### config.mk
export PLATFORM = sky130hd
export DESIGN_NAME = ysyx_cdb_arb_flat
export DESIGN_NICKNAME = d
export VERILOG_FILES = /design/src/rtl/ysyx_cdb_arb_if.sv /design/src/rtl/ysyx_cdb_arb.sv /design/src/flat_wrapper.sv
export SDC_FILE = /design/constraint.sdc
export NUM_CORES = 1
export LEC_CHECK = 0
export BUFFER_PORTS_ARGS = -buffer_cell sky130_fd_sc_hd__buf_2
export CAP_MARGIN = 20
export CELL_PAD_IN_SITES_DETAIL_PLACEMENT = 0
export CELL_PAD_IN_SITES_GLOBAL_PLACEMENT = 1
export CORE_MARGIN = 3
export CORE_UTILIZATION = 41
export CTS_CLUSTER_DIAMETER = 150
export DETAILED_ROUTE_END_ITERATION = 10
export GPL_TIMING_DRIVEN = 0
export PLACE_DENSITY_LB_ADDON = 0.05
export SKIP_CTS_REPAIR_TIMING = 1
export SLEW_MARGIN = 20
export SYNTH_ARGS = -nofsm -noshare
export SYNTH_HDL_FRONTEND = slang
export SYNTH_SLANG_ARGS = --single-unit
### constraint.sdc
create_clock -name clock -period 5.35 [get_ports clock]
set_clock_uncertainty 0.15 [all_clocks]
set_input_delay 1.3375 -clock clock [delete_from_list [all_inputs] [get_ports clock]]
set_output_delay 1.3375 -clock clock [all_outputs]
set_load 0.02 [all_outputs]
### src/rtl/ysyx_cdb_arb_if.sv
`default_nettype none

// ============================================================================
// Module      : ysyx_cdb_arb_if
// Description : Bundle of the execution-unit request side and the common
//               data bus broadcast side of the CDB arbiter.
//               master : execution units / ROB side (drives requests,
//                        observes accept and broadcast)
//               slave  : the arbiter (accepts requests, drives the CDB)
//               Signals:
//                 in_valid  [NREQ]        per-unit request
//                 in_ready  [NREQ]        per-unit accept
//                 in_dest   [NREQ*TAG_W]  per-unit tag, unit i at [i*TAG_W +: TAG_W]
//                 in_data   [NREQ*DATA_W] per-unit payload, same packing
//                 cdb_valid               broadcast valid
//                 cdb_dest  [TAG_W]       broadcast tag
//                 cdb_data  [DATA_W]      broadcast payload
//                 cdb_grant [NREQ]        one-hot source of the broadcast
// Revision    : 1.0 - initial release
// ============================================================================

`ifndef YSYX_XLEN
`define YSYX_XLEN 32
`endif

`ifndef YSYX_ROB_SIZE
`define YSYX_ROB_SIZE 8
`endif

interface ysyx_cdb_arb_if #(
    parameter int NREQ   = 3,
    parameter int TAG_W  = $clog2(`YSYX_ROB_SIZE) + 1,
    parameter int DATA_W = 2 * `YSYX_XLEN + 2
);
    logic [NREQ-1:0]        in_valid;
    logic [NREQ-1:0]        in_ready;
    logic [NREQ*TAG_W-1:0]  in_dest;
    logic [NREQ*DATA_W-1:0] in_data;
    logic                   cdb_valid;
    logic [TAG_W-1:0]       cdb_dest;
    logic [DATA_W-1:0]      cdb_data;
    logic [NREQ-1:0]        cdb_grant;

    modport master (
        output in_valid, in_dest, in_data,
        input  in_ready, cdb_valid, cdb_dest, cdb_data, cdb_grant
    );

    modport slave (
        input  in_valid, in_dest, in_data,
        output in_ready, cdb_valid, cdb_dest, cdb_data, cdb_grant
    );
endinterface

`default_nettype wire

### src/rtl/ysyx_cdb_arb.sv
`default_nettype none

// ============================================================================
// Module      : ysyx_cdb_arb
// Description : Common-data-bus arbiter. Each execution unit owns a one-entry
//               result slot; every cycle at most one occupied slot is chosen
//               and broadcast combinationally on the CDB, then cleared unless
//               refilled in the same cycle.
//               Ports:
//                 clock     : clock
//                 reset     : synchronous, active-high reset
//                 flush     : synchronous pipeline flush (clears all slots)
//                 rob_head  : ROB head index, age reference for age priority
//                 bus       : ysyx_cdb_arb_if.slave (requests + CDB)
//               Configuration macro:
//                 YSYX_CDB_AGE_PRIO_EN : oldest-first (relative to rob_head)
//                                        arbitration; round-robin otherwise.
// Revision    : 1.0 - initial release
// ============================================================================

`ifndef YSYX_XLEN
`define YSYX_XLEN 32
`endif

`ifndef YSYX_ROB_SIZE
`define YSYX_ROB_SIZE 8
`endif

module ysyx_cdb_arb #(
    parameter int NREQ     = 3,
    parameter int ROB_SIZE = `YSYX_ROB_SIZE,
    parameter int DATA_W   = 2 * `YSYX_XLEN + 2,
    parameter int TAG_W    = $clog2(ROB_SIZE) + 1
) (
    input  logic                        clock,
    input  logic                        reset,
    input  logic                        flush,
    input  logic [$clog2(ROB_SIZE)-1:0] rob_head,
    ysyx_cdb_arb_if.slave               bus
);

    localparam int IDX_W = $clog2(ROB_SIZE);
    localparam int PTR_W = $clog2(NREQ);

    // ------------------------------------------------------------------
    // Slot storage
    // ------------------------------------------------------------------
    logic [NREQ-1:0]   r_slot_valid;
    logic [TAG_W-1:0]  r_slot_dest [NREQ];
    logic [DATA_W-1:0] r_slot_data [NREQ];

    logic [TAG_W-1:0]  w_in_dest [NREQ];
    logic [DATA_W-1:0] w_in_data [NREQ];

    logic [NREQ-1:0]   w_grant;
    logic [NREQ-1:0]   w_ready;
    logic [NREQ-1:0]   w_load;
    logic [PTR_W-1:0]  w_win_idx;
    logic              w_found;

    logic [TAG_W-1:0]  w_cdb_dest;
    logic [DATA_W-1:0] w_cdb_data;

    generate
        for (genvar gi = 0; gi < NREQ; gi++) begin : g_unpack
            assign w_in_dest[gi] = bus.in_dest[gi*TAG_W +: TAG_W];
            assign w_in_data[gi] = bus.in_data[gi*DATA_W +: DATA_W];
        end
    endgenerate

    // A slot being drained this cycle can take a new result at the same edge.
    assign w_ready = {NREQ{!reset && !flush}} & (~r_slot_valid | w_grant);
    assign w_load  = bus.in_valid & w_ready;

    always_ff @(posedge clock) begin
        for (int i = 0; i < NREQ; i++) begin
            if (reset || flush) begin
                r_slot_valid[i] <= 1'b0;
                r_slot_dest[i]  <= '0;
                r_slot_data[i]  <= '0;
            end else if (w_load[i]) begin
                // Tag 0 means "no destination": accept but never broadcast.
                r_slot_valid[i] <= (w_in_dest[i] != '0);
                r_slot_dest[i]  <= w_in_dest[i];
                r_slot_data[i]  <= w_in_data[i];
            end else if (w_grant[i]) begin
                r_slot_valid[i] <= 1'b0;
            end
        end
    end

`ifdef YSYX_CDB_AGE_PRIO_EN
    // ------------------------------------------------------------------
    // Age priority: age = (tag - 1 - rob_head) mod ROB_SIZE; smallest wins.
    // Tags are unique in the ROB, so no two occupied slots share an age.
    // ------------------------------------------------------------------
    logic [IDX_W-1:0] w_age [NREQ];
    logic [IDX_W-1:0] w_best_age;

    generate
        for (genvar gi = 0; gi < NREQ; gi++) begin : g_age
            assign w_age[gi] = r_slot_dest[gi][IDX_W-1:0] - IDX_W'(1) - rob_head;
        end
    endgenerate

    always_comb begin
        w_found    = 1'b0;
        w_win_idx  = '0;
        w_best_age = '1;
        w_grant    = '0;
        for (int i = 0; i < NREQ; i++) begin
            if (r_slot_valid[i] && (!w_found || (w_age[i] < w_best_age))) begin
                w_found    = 1'b1;
                w_best_age = w_age[i];
                w_win_idx  = PTR_W'(i);
            end
        end
        if (w_found) begin
            w_grant[w_win_idx] = 1'b1;
        end
    end
`else
    // ------------------------------------------------------------------
    // Round-robin: search from r_rr_ptr upward, wrapping modulo NREQ.
    // ------------------------------------------------------------------
    logic [PTR_W-1:0] r_rr_ptr;
    logic [PTR_W-1:0] w_scan_idx;
    logic             w_unused_rob_head;

    assign w_unused_rob_head = ^rob_head;

    always_comb begin
        w_found    = 1'b0;
        w_win_idx  = '0;
        w_scan_idx = '0;
        w_grant    = '0;
        for (int k = 0; k < NREQ; k++) begin
            w_scan_idx = PTR_W'((int'(r_rr_ptr) + k) % NREQ);
            if (!w_found && r_slot_valid[w_scan_idx]) begin
                w_found   = 1'b1;
                w_win_idx = w_scan_idx;
            end
        end
        if (w_found) begin
            w_grant[w_win_idx] = 1'b1;
        end
    end

    // The pointer is held across a flush even if the flushed cycle granted.
    always_ff @(posedge clock) begin
        if (reset) begin
            r_rr_ptr <= '0;
        end else if (!flush && w_found) begin
            r_rr_ptr <= PTR_W'((int'(w_win_idx) + 1) % NREQ);
        end
    end
`endif

    // ------------------------------------------------------------------
    // CDB output mux: AND-OR over the one-hot grant, zero when idle.
    // ------------------------------------------------------------------
    always_comb begin
        w_cdb_dest = '0;
        w_cdb_data = '0;
        for (int i = 0; i < NREQ; i++) begin
            if (w_grant[i]) begin
                w_cdb_dest = w_cdb_dest | r_slot_dest[i];
                w_cdb_data = w_cdb_data | r_slot_data[i];
            end
        end
    end

    assign bus.in_ready  = w_ready;
    assign bus.cdb_valid = |w_grant;
    assign bus.cdb_grant = w_grant;
    assign bus.cdb_dest  = w_cdb_dest;
    assign bus.cdb_data  = w_cdb_data;

endmodule

`default_nettype wire
### src/flat_wrapper.sv
// flat-port wrapper written by rule: the top's interface ports become plain ports
module ysyx_cdb_arb_flat 
#(
    parameter int NREQ     = 3,
    parameter int ROB_SIZE = `YSYX_ROB_SIZE,
    parameter int DATA_W   = 2 * `YSYX_XLEN + 2,
    parameter int TAG_W    = $clog2(ROB_SIZE) + 1
)
  (clock, reset, flush, rob_head, bus_in_valid, bus_in_dest, bus_in_data, bus_in_ready, bus_cdb_valid, bus_cdb_dest, bus_cdb_data, bus_cdb_grant);
  ysyx_cdb_arb_if #(.NREQ(NREQ), .TAG_W(TAG_W), .DATA_W(DATA_W)) bus_i ();
  input  logic clock;
  input  logic reset;
  input  logic flush;
  input  logic [$clog2(ROB_SIZE)-1:0] rob_head;
  input wire logic [$bits(bus_i.in_valid)-1:0] bus_in_valid;
  input wire logic [$bits(bus_i.in_dest)-1:0] bus_in_dest;
  input wire logic [$bits(bus_i.in_data)-1:0] bus_in_data;
  output wire logic [$bits(bus_i.in_ready)-1:0] bus_in_ready;
  output wire logic [$bits(bus_i.cdb_valid)-1:0] bus_cdb_valid;
  output wire logic [$bits(bus_i.cdb_dest)-1:0] bus_cdb_dest;
  output wire logic [$bits(bus_i.cdb_data)-1:0] bus_cdb_data;
  output wire logic [$bits(bus_i.cdb_grant)-1:0] bus_cdb_grant;
  assign bus_i.in_valid = bus_in_valid;
  assign bus_i.in_dest = bus_in_dest;
  assign bus_i.in_data = bus_in_data;
  assign bus_in_ready = bus_i.in_ready;
  assign bus_cdb_valid = bus_i.cdb_valid;
  assign bus_cdb_dest = bus_i.cdb_dest;
  assign bus_cdb_data = bus_i.cdb_data;
  assign bus_cdb_grant = bus_i.cdb_grant;
  ysyx_cdb_arb #(.NREQ(NREQ), .ROB_SIZE(ROB_SIZE), .DATA_W(DATA_W), .TAG_W(TAG_W)) u_core (.clock(clock), .reset(reset), .flush(flush), .rob_head(rob_head), .bus(bus_i));
endmodule
Word level (Yosys, flattened, before mapping). Memories as Yosys holds them, arrays and structs flattened. Cells that the tools add are included.

Output and inout bits: 77. Memories: 2. Bits in writable memories: 210. Bits of input ports: 219. Bits in registers: 5. Logic and storage cells: 93.

Memory list: u_core.r_slot_data (words 3, bits a word 66, read ports 3, clocked after memory_dff 0, write ports 3, RTL line ysyx_cdb_arb.sv:50) `logic [DATA_W-1:0] r_slot_data [NREQ];`; u_core.r_slot_dest (words 3, bits a word 4, read ports 3, clocked after memory_dff 0, write ports 3, RTL line ysyx_cdb_arb.sv:49) `logic [TAG_W-1:0] r_slot_dest [NREQ];`.

$add $sub $neg: 3. Div/mod/pow operators: 4. Multiplexer cells: 44. Magnitude comparators: 5. Reductions and logical operators: 17. Bitwise logic cells: 14.

Operator list (count): $mux W66 (6); $or A66 B66 Y66 (2); $mod A32 B3 Y32 const B (3); $mod A3 B3 Y32 const B (1); $mux W1 (24); $mux W4 (6); $lt A2 B3 Y1 const B (4); $reduce_bool A4 Y1 (3); $or A4 B4 Y4 (2); $add A2 B1 Y3 const B (2); $and A3 B3 Y3 (2); $bmux W1 S2 (3); $mux W2 (3); $or A1 B1 Y1 (6); $reduce_bool A2 Y1 (3); $logic_and A1 B1 Y1 (5); $logic_not A1 Y1 (4); $add A2 B2 Y3 const B (1); $mux W3 (1); $not A3 Y3 (1); $or A3 B3 Y3 (1); $reduce_or A3 Y1 (1); $demux W1 S2 (1); $ge A2 B1 Y1 const B (1); $logic_or A1 B1 Y1 (1).

Longest topological paths before layout. Gate-level depths: netlist of run 1.

Depth in word-level cells: 22. Mapped depth: 12. Mapped depth without buffers: 10.

Least setup slack after synthesis of run 1. OpenSTA, ideal clock, no wires.

Path kind: register -> register. Start point: reg u_core.r_rr_ptr[0]. End point: mem u_core.r_slot_data[2][0] in the netlist's numbering (enable). Buffers on the path: 1. Stages on the path, launching flop included: 12. Data arrival time: 4.357 ns. Required time: 4.766 ns. Slack: 0.409 ns. Clock period less this slack: 4.941 ns. Setup time: 0.434 ns. Cells stage by stage: dfxtp_1 > inv_1 > ha_1 > nand2_1 > o22ai_1 > nand3_1 > a21oi_1 > ha_1 > o41ai_4 > inv_2 > buf_1 > o22a_1.

RTL lines: start: declaration (RTL line ysyx_cdb_arb.sv:126) `logic [PTR_W-1:0] r_rr_ptr;`; start signal: assignment (RTL line ysyx_cdb_arb.sv:154) `r_rr_ptr <= PTR_W'((int'(w_win_idx) + 1) % NREQ);`; end: declaration (RTL line ysyx_cdb_arb.sv:50).

Worst setup path in the final report of run 1.
Start point: reg u_core.r_rr_ptr[0]. End point: out bus_cdb_data[45].

Longest elaborated chain between the ends: 20. Elaborated cells between the ends (all ways): 32. Those cells by class: add/sub (2); div (3); order compare (2); mux (18); bitwise (2); reduce/logical (5).

RTL lines: parallel branches: the longest is 14 deep, another holds $mod A32 B3 Y32; $mux W3 * (RTL line ysyx_cdb_arb.sv:144) `if (w_found) begin`; $mux W66 (RTL line ysyx_cdb_arb.sv:166) `if (w_grant[i]) begin`; $or A66 B66 Y66 (RTL line ysyx_cdb_arb.sv:168) `w_cdb_data = w_cdb_data | r_slot_data[i];`; $mux W66 (RTL line ysyx_cdb_arb.sv:166); $or A66 B66 Y66 (RTL line ysyx_cdb_arb.sv:168); $mux W66 * (RTL line ysyx_cdb_arb.sv:166); end: declaration (RTL line flat_wrapper.sv:21) `output wire logic [$bits(bus_i.cdb_data)-1:0] bus_cdb_data;`.

Mark *: on every way between the ends. The select of a mux whose other input is x is not followed.

==> metrics.md, run 1 <==
| Metric | Value |
|---|---|
| Worst voltage drop across the vdd grid | 0.176 mV |
| Biggest area contributors in the synthesized netlist | sky130_fd_sc_hd__edfxtp_1, sky130_fd_sc_hd__a211oi_1, sky130_fd_sc_hd__inv_1 |
| HPWL after detailed placement | about 26,000 um |
| Global Route Usage Sum | 23.3% |
| Combinational group share of total power | between 10% and 20% |
| Global-route met1 utilization | between 30% and 40% |
| H-Tree Depth | 1 |
| Power density over cell area | between 300 and 400 mW/mm^2 |
| Net count after synthesis | approximately 1,300 |
| Vias | ~9,700 |
| Area Overhead vs Synth | 25.7% |
| Time the worst path needs with I/O delays and setup | about 5200 ps |
| Overall Power | between 4000 and 5000 uW |
| Core Util, Final | 52.7% |
| Post-Syn Area per Cell | around 11 um^2 |
| Arrival time reported for the critical path endpoint | roughly 3700 ps |
| Clock root buffer master | sky130_fd_sc_hd__clkbuf_16 |
| Switching Fraction | 27.6% |
| Setup slack of the most critical reg-to-reg path | 1310 ps |
| Tightest slew margin relative to the limit | 52.8% |
| Syn Inst Count | around 1,000 |
| Horizontal die dimension | between 150 and 200 um |
| Layer carrying the most global-route usage | met2 |
| Max Buffers Root-to-Sink | 3 |
| Final layout net count | approximately 1,600 |
| Crit path launch type | register |
| Initial core utilization | a little over two fifths |
| Post-detailed-route DRC marker count | 0 |
| Proportion of synthesized chip area in sequential cells | between 50% and 60% |
| Type of the tightest min-delay check | reg2reg |
| Clock edge transition at the registers on the reported setup and hold paths | about 60 ps |
| Internal power summed over all cells | 3230 uW |
| Avg WL per Cell | roughly 21 um |
| Clock buffers created by TritonCTS | 25 |
| Final number of max-transition violations | 0 |
| Non-filler instance count after layout | about 1,700 |
| Top-Level Pins | approximately 300 |
| Total congestion overflow after global routing | 0 |
| Total clock sinks | 215 |
| Full die area | between 0.02 and 0.03 mm^2 |
| Largest area contributor in the netlist | sky130_fd_sc_hd__edfxtp_1 |
| Routing usage on met2 | a little under two fifths |
| FFs w/ async S/R, synth | 0% |
| Count of flip-flops with a built-in enable after synthesis | 210 |
| Placed Cells | 1,670 |
| Fraction of met3 tracks used by global routing | roughly 3.3% |
| FP Rows | 60 |
| Total of buffers placed on input and output ports | 292 |
| Final critical-path share of the clock period | a little over nine tenths |
| Aggregate routed wire length | roughly 36,000 um |
| Proportion of layout cells with a drive suffix above 1 | about 28% |
| Max_cap viols | 0 |
| Status | complete, no violations |
| Antenna diode count | 0 |
| Post-synthesis instance area | between 0.01 and 0.015 mm^2 |
| Required time reported for the critical path endpoint | about 3900 ps |
| Depth of the worst register-to-register path | 12 |
| Highest clock frequency the design can meet | between 150 and 200 MHz |
| Critical setup path kind | reg2out |
| Via-per-instance ratio | around 5.6 |
| Net switching power | around 1200 uW |
| Ys Warns | 0 |
| Clock tree from TritonCTS | built |
| Standard cell core area | 0.0270 mm^2 |
| Critical path endpoint category | primary output |
| Proportion of power drawn by flip-flops and latches | 45.1% |
| Source-to-sink clock delay at the later pin of the worst-skew pair | roughly 500 ps |
| Initial detailed-routing violation count | slightly above 700 |
| Final setup viols | 0 |
| Part of the power in the clock network | between 30 and 40% |
| Antenna violations before repair | 1 |
| Commonest cells after routing, fill and taps aside | sky130_fd_sc_hd__buf_2, sky130_fd_sc_hd__inv_1, sky130_fd_sc_hd__a211oi_1, sky130_fd_sc_hd__edfxtp_1, sky130_fd_sc_hd__clkbuf_1 |
| Top flip-flop cell by instance count after synthesis | sky130_fd_sc_hd__edfxtp_1 |
| Leakage component of the power | roughly 0.0062 uW |
| Die outline height | around 170 um |
| Worst-path maximum fanout | 10 |
| Via count of the first global-routing pass | slightly above 9,000 |
| Worst Tran Pin Value | 708 ps |
| Pin count of the biggest net entering global routing | 41 |
| Count of TritonRoute iterations in the first routing pass | 7 |
| Number of cells on the worst hold path | 2 |
| Setup Total Neg Slack | 0 ps |
| Global-route wire length before repair | approximately 53,000 um |
| FF+latch count, synth | between 200 and 250 |
| Global placement routability congestion | 0.821 |
| Antenna violation net count after detailed routing | 0 |
| Final-report hold violation count | 0 |
| Number of distinct library cell variants in the gate-level netlist after synthesis | 31 |
| Commonest non-fill, non-tap cell in the layout | sky130_fd_sc_hd__buf_2 |
| Yosys top cell area share | a little under three fifths |
-- final cells by class --
cell class	instances	area, um^2
buffer	117	468
clock buffer	31	648
clock inverter	12	126
fill	2549	12800
inverter	215	812
multi-input combinational	483	3750
sequential	215	6410
tap	341	427
timing repair buffer	304	1590
-- final timing paths --
kind,startpoint,to
hold / removal,u_core.r_rr_ptr[1]$_SDFFE_PP0P_,u_core.r_rr_ptr[1]$_SDFFE_PP0P_
hold reg to reg,u_core.r_rr_ptr[1]$_SDFFE_PP0P_,u_core.r_rr_ptr[1]$_SDFFE_PP0P_
setup / recovery,u_core.r_rr_ptr[0]$_SDFFE_PP0P_,bus_cdb_data[45]
setup reg to reg,u_core.r_rr_ptr[0]$_SDFFE_PP0P_,u_core.r_slot_data[2][42]$_SDFFCE_PN0P_
-- through the flow --
step	cell area, um^2	hold WS [ps]	setup WS [ps]
after global routing	14200	396	-23.4
after CTS	14100	373	-1060
after global placement	13200	357	-1750
after detailed placement	13300	365	-491
final	14200	379	181
after floorplan	11300	331	409
-- cell families after synthesis --
| family | Yosys count | synth area share, % |
|---|---|---|
| multiplexers | 6 | 0.553 |
| buffers and inverters | 335 | 11.1 |
| AO/OA/AOI/OAI | 375 | 27.6 |
| AND/OR/NAND/NOR | 95 | 3.38 |
| adder cells (fa/ha/maj) | 7 | 0.774 |
| flip-flops | 215 | 56.6 |
-- cell usage after synthesis (2+ instances only) --
| cell type | instances |
|---|---|
| sky130_fd_sc_hd__a211oi_1 | 210 |
| sky130_fd_sc_hd__nand2_1 | 78 |
| sky130_fd_sc_hd__inv_1 | 213 |
| sky130_fd_sc_hd__ha_1 | 7 |
| sky130_fd_sc_hd__o41ai_1 | 3 |
| sky130_fd_sc_hd__nor2_1 | 5 |
| sky130_fd_sc_hd__a221o_1 | 70 |
| sky130_fd_sc_hd__nand3_1 | 2 |
| sky130_fd_sc_hd__dfxtp_1 | 5 |
| sky130_fd_sc_hd__nor2b_1 | 2 |
| sky130_fd_sc_hd__a41oi_1 | 71 |
| sky130_fd_sc_hd__edfxtp_1 | 210 |
| sky130_fd_sc_hd__mux2_2 | 2 |
| sky130_fd_sc_hd__a21oi_1 | 4 |
| sky130_fd_sc_hd__o41ai_4 | 2 |
| sky130_fd_sc_hd__or2_2 | 3 |
| sky130_fd_sc_hd__nand2b_1 | 4 |
| sky130_fd_sc_hd__clkbuf_1 | 110 |
| sky130_fd_sc_hd__o22ai_1 | 4 |
| sky130_fd_sc_hd__o22a_1 | 4 |
| sky130_fd_sc_hd__mux2i_1 | 4 |
| sky130_fd_sc_hd__buf_1 | 10 |
| sky130_fd_sc_hd__inv_2 | 2 |
-- power by group through the flow --
stage | clock, uW | sequential (uW) | combinational [uW]
after global routing | 1730 | 2020 | 878
after detailed placement | 0 | 2040 | 787
final | 1640 | 2010 | 807
after CTS | 1670 | 2010 | 790
after global placement | 0 | 2050 | 765
after floorplan | 0 | 2040 | 464
-- per-layer routing --
metal | vias up | part of all wire [%]
li1 | 4600 | -
met1 | 4597 | 45
met2 | 396 | 46
met3 | 59 | 6.7
met4 | 2 | 2.6
met5 | - | 0.036
-- flip-flops by register name (all words and copies together) (netlist names) --
| signal | flops |
|---|---|
| u_core.r_slot_data | 198 |
| u_core.r_slot_dest | 12 |
| u_core.r_slot_valid | 3 |
| u_core.r_rr_ptr | 2 |
-- worst max-delay path: stages (launching register included) --
cell and delay [ps]:
sky130_fd_sc_hd__dfxtp_1 360, sky130_fd_sc_hd__inv_1 90, sky130_fd_sc_hd__ha_2 440, sky130_fd_sc_hd__nand2_1 160, sky130_fd_sc_hd__o22ai_4 320, sky130_fd_sc_hd__nand3_1 160
sky130_fd_sc_hd__a21o_1 250, sky130_fd_sc_hd__ha_1 250, sky130_fd_sc_hd__o41ai_4 100, sky130_fd_sc_hd__inv_4 180, sky130_fd_sc_hd__clkbuf_2 250, sky130_fd_sc_hd__a221o_1 440
sky130_fd_sc_hd__buf_2 180
Power figures use the tool's default switching activity.
==> run 2, diff against run 1 <==
Settings changed: CELL_PAD_IN_SITES_DETAIL_PLACEMENT 0 to default, CELL_PAD_IN_SITES_GLOBAL_PLACEMENT 1 to default, CORE_UTILIZATION 41 to 50.
==> metrics.md, run 2 (synthesis gave the netlist of run 1 again) <==
| Metric | Value |
|---|---|
| Worst Tran Pin Value | 846 ps |
| Max_cap viols | 0 |
| Critical setup path kind | reg2out |
| Detail Route met3 WL | about 2700 um |
| Antenna diode count | 0 |
| Crit path launch type | register |
| Clock edge transition at the registers on the reported setup and hold paths | about 60 ps |
| Power density over cell area | around 300 mW/mm^2 |
| Area taken by multi-input logic gates | roughly 0.0037 mm^2 |
| Final number of max-transition violations | 0 |
| Die outline height | 156 um |
| Avg WL per Cell | just over 20 um |
| Highest clock frequency the design can meet | 190 MHz |
| Global Route Usage Sum | 26.3% |
| Final-report hold violation count | 0 |
| Final layout net count | between 1,500 and 2,000 |
| WL met2 | 16,100 um |
| Initial core utilization | 51.4% |
| Via count of the first global-routing pass | between 9,000 and 10,000 |
| Required time reported for the critical path endpoint | 3860 ps |
| Vias | 9,672 |
| Initial detailed-routing violation count | about 820 |
| Tightest slew margin relative to the limit | a little over two fifths |
| Commonest non-fill, non-tap cell in the layout | sky130_fd_sc_hd__buf_2 |
| Count of TritonRoute iterations in the first routing pass | 5 |
| Leading registers by flop count | u_core.r_slot_data: 198 flops, u_core.r_slot_dest: 12 flops, u_core.r_slot_valid: 3 flops |
| Clock root buffer master | sky130_fd_sc_hd__clkbuf_16 |
| FP Rows | 54 |
| Global-route wire length before repair | around 50,000 um |
| Leakage component of the power | ~0.0061 uW |
| HPWL after detailed placement | between 20,000 and 25,000 um |
| Antenna violation net count after detailed routing | 0 |
| Via-per-instance ratio | just under 6 |
| Setup slack after layout | between 90 and 100 ps |
| Final setup viols | 0 |
| Worst-path maximum fanout | 10 |
| Total clock sinks | 215 |
| Clock tree from TritonCTS | built |
| Worst voltage drop across the vdd grid | roughly 0.17 mV |
| Total congestion overflow after global routing | 0 |
| Status | complete, no violations |
| Antenna violations before repair | 1 |
| Horizontal die dimension | about 160 um |
| Global placement routability congestion | 0.837 |
| Type of the tightest min-delay check | reg2reg |
| Filler cell count | approximately 1,900 |
| Source-to-sink clock delay at the later pin of the worst-skew pair | between 500 and 600 ps |
| Final critical-path share of the clock period | 98.3% |
| Post-detailed-route DRC marker count | 0 |
| Standard cell core area | roughly 0.022 mm^2 |
| Number of flip-flops under the largest register name | slightly below 200 |
| Met1 WL | around 14,000 um |
| Proportion of layout cells with a drive suffix above 1 | between 20% and 30% |
| Pre-CTS WS | -266 ps |
| Core Util, Final | 63.6% |
| Clock buffers created by TritonCTS | 23 |
| Total area of sequential cells | around 0.0064 mm^2 |
| Critical path endpoint category | primary output |
| Commonest cells after routing, fill and taps aside | sky130_fd_sc_hd__buf_2, sky130_fd_sc_hd__inv_1, sky130_fd_sc_hd__a211oi_1, sky130_fd_sc_hd__edfxtp_1, sky130_fd_sc_hd__clkbuf_1 |
| Time the worst path needs with I/O delays and setup | 5260 ps |
| Top layer in use | met5 |
| Area Overhead vs Synth | 23.8% |
| Largest reg by FF count | u_core.r_slot_data |
| Aggregate routed wire length | ~34,000 um |
| Max Buffers Root-to-Sink | 3 |
| Top-Level Pins | around 300 |
| Full die area | about 0.024 mm^2 |
| Total of buffers placed on input and output ports | 292 |
| H-Tree Depth | 1 |
| Arrival time reported for the critical path endpoint | 3770 ps |
| Pin count of the biggest net entering global routing | approximately 40 |
run 2: final timing paths:
path / startpoint / end / slack [ps] / cells after the start
setup reg to reg: u_core.r_rr_ptr[0]$_SDFFE_PP0P_ / u_core.r_slot_data[2][11]$_SDFFCE_PN0P_ / 1200 / 12
hold / removal: u_core.r_rr_ptr[1]$_SDFFE_PP0P_ / u_core.r_rr_ptr[1]$_SDFFE_PP0P_ / 390 / 2
hold reg to reg: u_core.r_rr_ptr[1]$_SDFFE_PP0P_ / u_core.r_rr_ptr[1]$_SDFFE_PP0P_ / 390 / 2
setup / recovery: u_core.r_rr_ptr[0]$_SDFFE_PP0P_ / bus_in_ready[1] / 90 / 12
run 2: metrics by stage:
step | cell area, um^2 | hold slack (ps) | total power (uW) | setup TNS, ps | std cells
after floorplan | 11300 | 331 | 2500 | 0 | 1033
final | 14000 | 390 | 4210 | 0 | 1652
after CTS | 13900 | 384 | 4200 | -54620 | 1644
after detailed placement | 13200 | 364 | 2810 | -12550 | 1608
after global placement | 13100 | 354 | 2790 | -266450 | 1605
after global routing | 14000 | 417 | 4360 | -233 | 1652
run 2: layout make-up:
class | instances | area share, %
Buffer | 119 | 3.38
Clock buffer | 28 | 4.24
Clock inverter | 8 | 0.286
Inverter | 215 | 5.80
Multi-Input combinational cell | 483 | 26.7
Sequential cell | 215 | 45.7
Tap cell | 280 | 2.50
Timing Repair Buffer | 304 | 11.3
run 2: where the power goes:
part           switching (uW)  internal (uW)
sequential               35.8           1970
combinational             532            259
clock                     624            781
run 2: metal layers:
metal / vias up / global-route usage, %
li1: 4592 / -
met1: 4541 / 37.4
met2: 479 / 42.2
met3: 58 / 3.98
met4: 2 / 7.50
met5: - / 0
run 2: critical path, stage by stage (launching register included):
cell and delay, ps:
sky130_fd_sc_hd__dfxtp_1 350, sky130_fd_sc_hd__inv_1 80, sky130_fd_sc_hd__ha_1 430, sky130_fd_sc_hd__nor2b_1 320
sky130_fd_sc_hd__o21a_2 310, sky130_fd_sc_hd__nor3_1 110, sky130_fd_sc_hd__a32o_1 290, sky130_fd_sc_hd__ha_1 220
sky130_fd_sc_hd__o41ai_4 90, sky130_fd_sc_hd__buf_4 260, sky130_fd_sc_hd__clkbuf_1 460, sky130_fd_sc_hd__a21oi_1 140
sky130_fd_sc_hd__buf_2 190
==> run 3, diff against run 2 <==
--- a/config.mk
+++ b/config.mk
@@ -15,2 +15,3 @@
 export PLACE_DENSITY_LB_ADDON = 0.05
+export REMOVE_ABC_BUFFERS = 1
 export SKIP_CTS_REPAIR_TIMING = 1
==> constraint.sdc (replaced) <==
create_clock -name clock -period 5.35 [get_ports clock]
set_clock_uncertainty 0.15 [all_clocks]
set_input_delay 1.605 -clock clock [delete_from_list [all_inputs] [get_ports clock]]
set_output_delay 1.605 -clock clock [all_outputs]
set_load 0.02 [all_outputs]
==> metrics.md, run 3 (synthesis gave the netlist of run 1 again) <==
| Metric | Value |
|---|---|
| Status | complete, no violations |
| Post-detailed-route DRC marker count | 0 |
| Total congestion overflow after global routing | 0 |
| Final setup viols | 0 |
| Arrival time reported for the critical path endpoint | around 3500 ps |
| Total of buffers placed on input and output ports | 292 |
| Largest reg by FF count | u_core.r_slot_data |
| Aggregate routed wire length | ~38,000 um |
| Time the worst path needs with I/O delays and setup | ~5300 ps |
| Critical path endpoint category | primary output |
| Max Buffers Root-to-Sink | 3 |
| Power density over cell area | around 310 mW/mm^2 |
| Switching Fraction | 28.1% |
| Area Overhead vs Synth | 29.4% |
| Clock root buffer master | sky130_fd_sc_hd__clkbuf_16 |
| Setup Total Neg Slack | 0 ps |
| Global placement routability congestion | slightly below 0.8 |
| Critical-path cell with the highest stage delay | sky130_fd_sc_hd__a221o_1 |
| Internal power summed over all cells | approximately 3300 uW |
| Via count of the first global-routing pass | 9,353 |
| Net switching power | about 1300 uW |
| Avg WL per Cell | 24.0 um |
| Die outline height | approximately 160 um |
| Max_cap viols | 0 |
| Pin count of the biggest net entering global routing | 50 |
| Worst Tran Pin Value | between 700 and 800 ps |
| Final critical-path share of the clock period | a little over nine tenths |
| Proportion of power drawn by flip-flops and latches | 44.3% |
| Final layout net count | around 1,500 |
| Commonest non-fill, non-tap cell in the layout | sky130_fd_sc_hd__buf_2 |
| Standard cell core area | around 0.022 mm^2 |
| Initial core utilization | approximately half |
| Horizontal die dimension | approximately 160 um |
| Final-report hold violation count | 0 |
| HPWL after detailed placement | between 20,000 and 25,000 um |
| Critical Path, Cell by Cell | inv_1 > ha_4 > nor2b_4 > o21ai_4 > buf_16 > buf_16 > a21o_1 > ha_1 > o41ai_4 > buf_6 > inv_16 > buf_16 > a221o_1 > buf_2 |
| Global Route Usage Sum | between 20% and 30% |
| Proportion of layout cells with a drive suffix above 1 | between 30% and 40% |
| Overall Power | 4530 uW |
| Clock buffers created by TritonCTS | 24 |
| Type of the tightest min-delay check | reg2reg |
| Setup slack of the most critical reg-to-reg path | approximately 1300 ps |
| H-Tree Depth | 1 |
| FP Rows | 54 |
| Combinational group share of total power | between 20 and 25% |
| Number of flip-flops under the largest register name | between 150 and 200 |
| Part of the power in the clock network | a little over a third |
| Cell seen most often among critical-path stages | sky130_fd_sc_hd__buf_16 |
| Total clock sinks | between 200 and 250 |
| Via-per-instance ratio | 6.22 |
| Top-Level Pins | 296 |
| Required time reported for the critical path endpoint | between 3000 and 4000 ps |
| Tightest slew margin relative to the limit | about half |
| Critical setup path kind | reg2out |
| Vias | between 9,000 and 10,000 |
| Antenna violation net count after detailed routing | 0 |
| Max incr delay on CP | 400 ps |
| Commonest cells after routing, fill and taps aside | sky130_fd_sc_hd__buf_2, sky130_fd_sc_hd__inv_1, sky130_fd_sc_hd__a211oi_1, sky130_fd_sc_hd__edfxtp_1, sky130_fd_sc_hd__nand2_1 |
| Final number of max-transition violations | 0 |
| Clock tree from TritonCTS | built |
| Full die area | approximately 0.024 mm^2 |
| Antenna violations before repair | 4 |
| Highest clock frequency the design can meet | approximately 190 MHz |
| Source-to-sink clock delay at the later pin of the worst-skew pair | 510 ps |
| Worst-path maximum fanout | 32 |
| Leakage component of the power | about 0.0065 uW |
| Count of TritonRoute iterations in the first routing pass | 5 |
| Worst voltage drop across the vdd grid | between 0.2 and 0.3 mV |
| Clock edge transition at the registers on the reported setup and hold paths | 60 ps |
| Global-route wire length before repair | approximately 54,000 um |
| Initial detailed-routing violation count | approximately 870 |
| Crit path launch type | register |
| Leading registers by flop count | u_core.r_slot_data: 198 flops, u_core.r_slot_dest: 12 flops, u_core.r_slot_valid: 3 flops |
| Filler cell count | between 1,500 and 2,000 |
-- run 3: changes by cell type in the layout (fill, tap and decap cells not counted), moves of 8 or more --
cell                       previous run  this run
sky130_fd_sc_hd__buf_12               3        11
sky130_fd_sc_hd__clkbuf_1           100         7
sky130_fd_sc_hd__buf_16               0         8
sky130_fd_sc_hd__clkbuf_2            22         0
sky130_fd_sc_hd__buf_6                0        17
sky130_fd_sc_hd__buf_4                9        25
-- run 3: routing by layer --
metal / vias up / global-route usage (%) / part of all wire, %
li1: 4474 / - / -
met1: 4791 / 39.5 / 40
met2: 606 / 47.3 / 49
met3: 79 / 4.15 / 8.6
met4: 2 / 8.17 / 2.5
met5: - / 0 / 0.018
-- run 3: cell type report --
type	count	area (um^2)	area share, %
repair buffers	361	2430	16.6
inverters	215	831	5.67
flip-flops and latches	215	6420	43.8
diodes	3	7.51	0.0513
multi-input cells	483	3850	26.3
clock inverters	11	98.8	0.675
clock buffers	32	652	4.45
well taps	280	350	2.39
-- run 3: critical path: cells and delay by family (launching register included) --
family	cells	cell delay, ps
buf+inv	7	1100
compound gates	4	810
fa+ha+maj	2	580
flops	1	340
simple gates	1	170
-- run 3: final timing paths --
kind,startpoint,endpoint,cells after the start
worst max-delay path,u_core.r_rr_ptr[0]$_SDFFE_PP0P_,bus_cdb_data[36],14
worst min-delay path,u_core.r_rr_ptr[1]$_SDFFE_PP0P_,u_core.r_rr_ptr[1]$_SDFFE_PP0P_,2
worst max register to register,u_core.r_rr_ptr[0]$_SDFFE_PP0P_,u_core.r_slot_data[0][61]$_SDFFCE_PN0P_,14
worst min register to register,u_core.r_rr_ptr[1]$_SDFFE_PP0P_,u_core.r_rr_ptr[1]$_SDFFE_PP0P_,2
-- run 3: metrics by stage --
| step | cells | cell area (um^2) | utilization [%] | worst slack, ps | hold slack, ps |
|---|---|---|---|---|---|
| final | 1600 | 14600 | 66.5 | 54.3 | 364 |
| after global placement | 1485 | 12700 | 57.6 | -10600 | 353 |
| after detailed placement | 1525 | 13400 | 61.0 | -474 | 365 |
| after global routing | 1600 | 14600 | 66.5 | -72.1 | 391 |
| after floorplan | 913 | 10900 | - | -3550 | 331 |
| after CTS | 1568 | 14200 | 64.4 | -1040 | 373 |
-- run 3: power groups by stage --
stage / clock [uW] / sequential (uW) / combinational, uW
after floorplan: 0 / 2060 / 410
after global placement: 0 / 2080 / 712
after detailed placement: 0 / 2060 / 829
after CTS: 1610 / 2020 / 832
after global routing: 1680 / 2020 / 981
final: 1600 / 2010 / 927
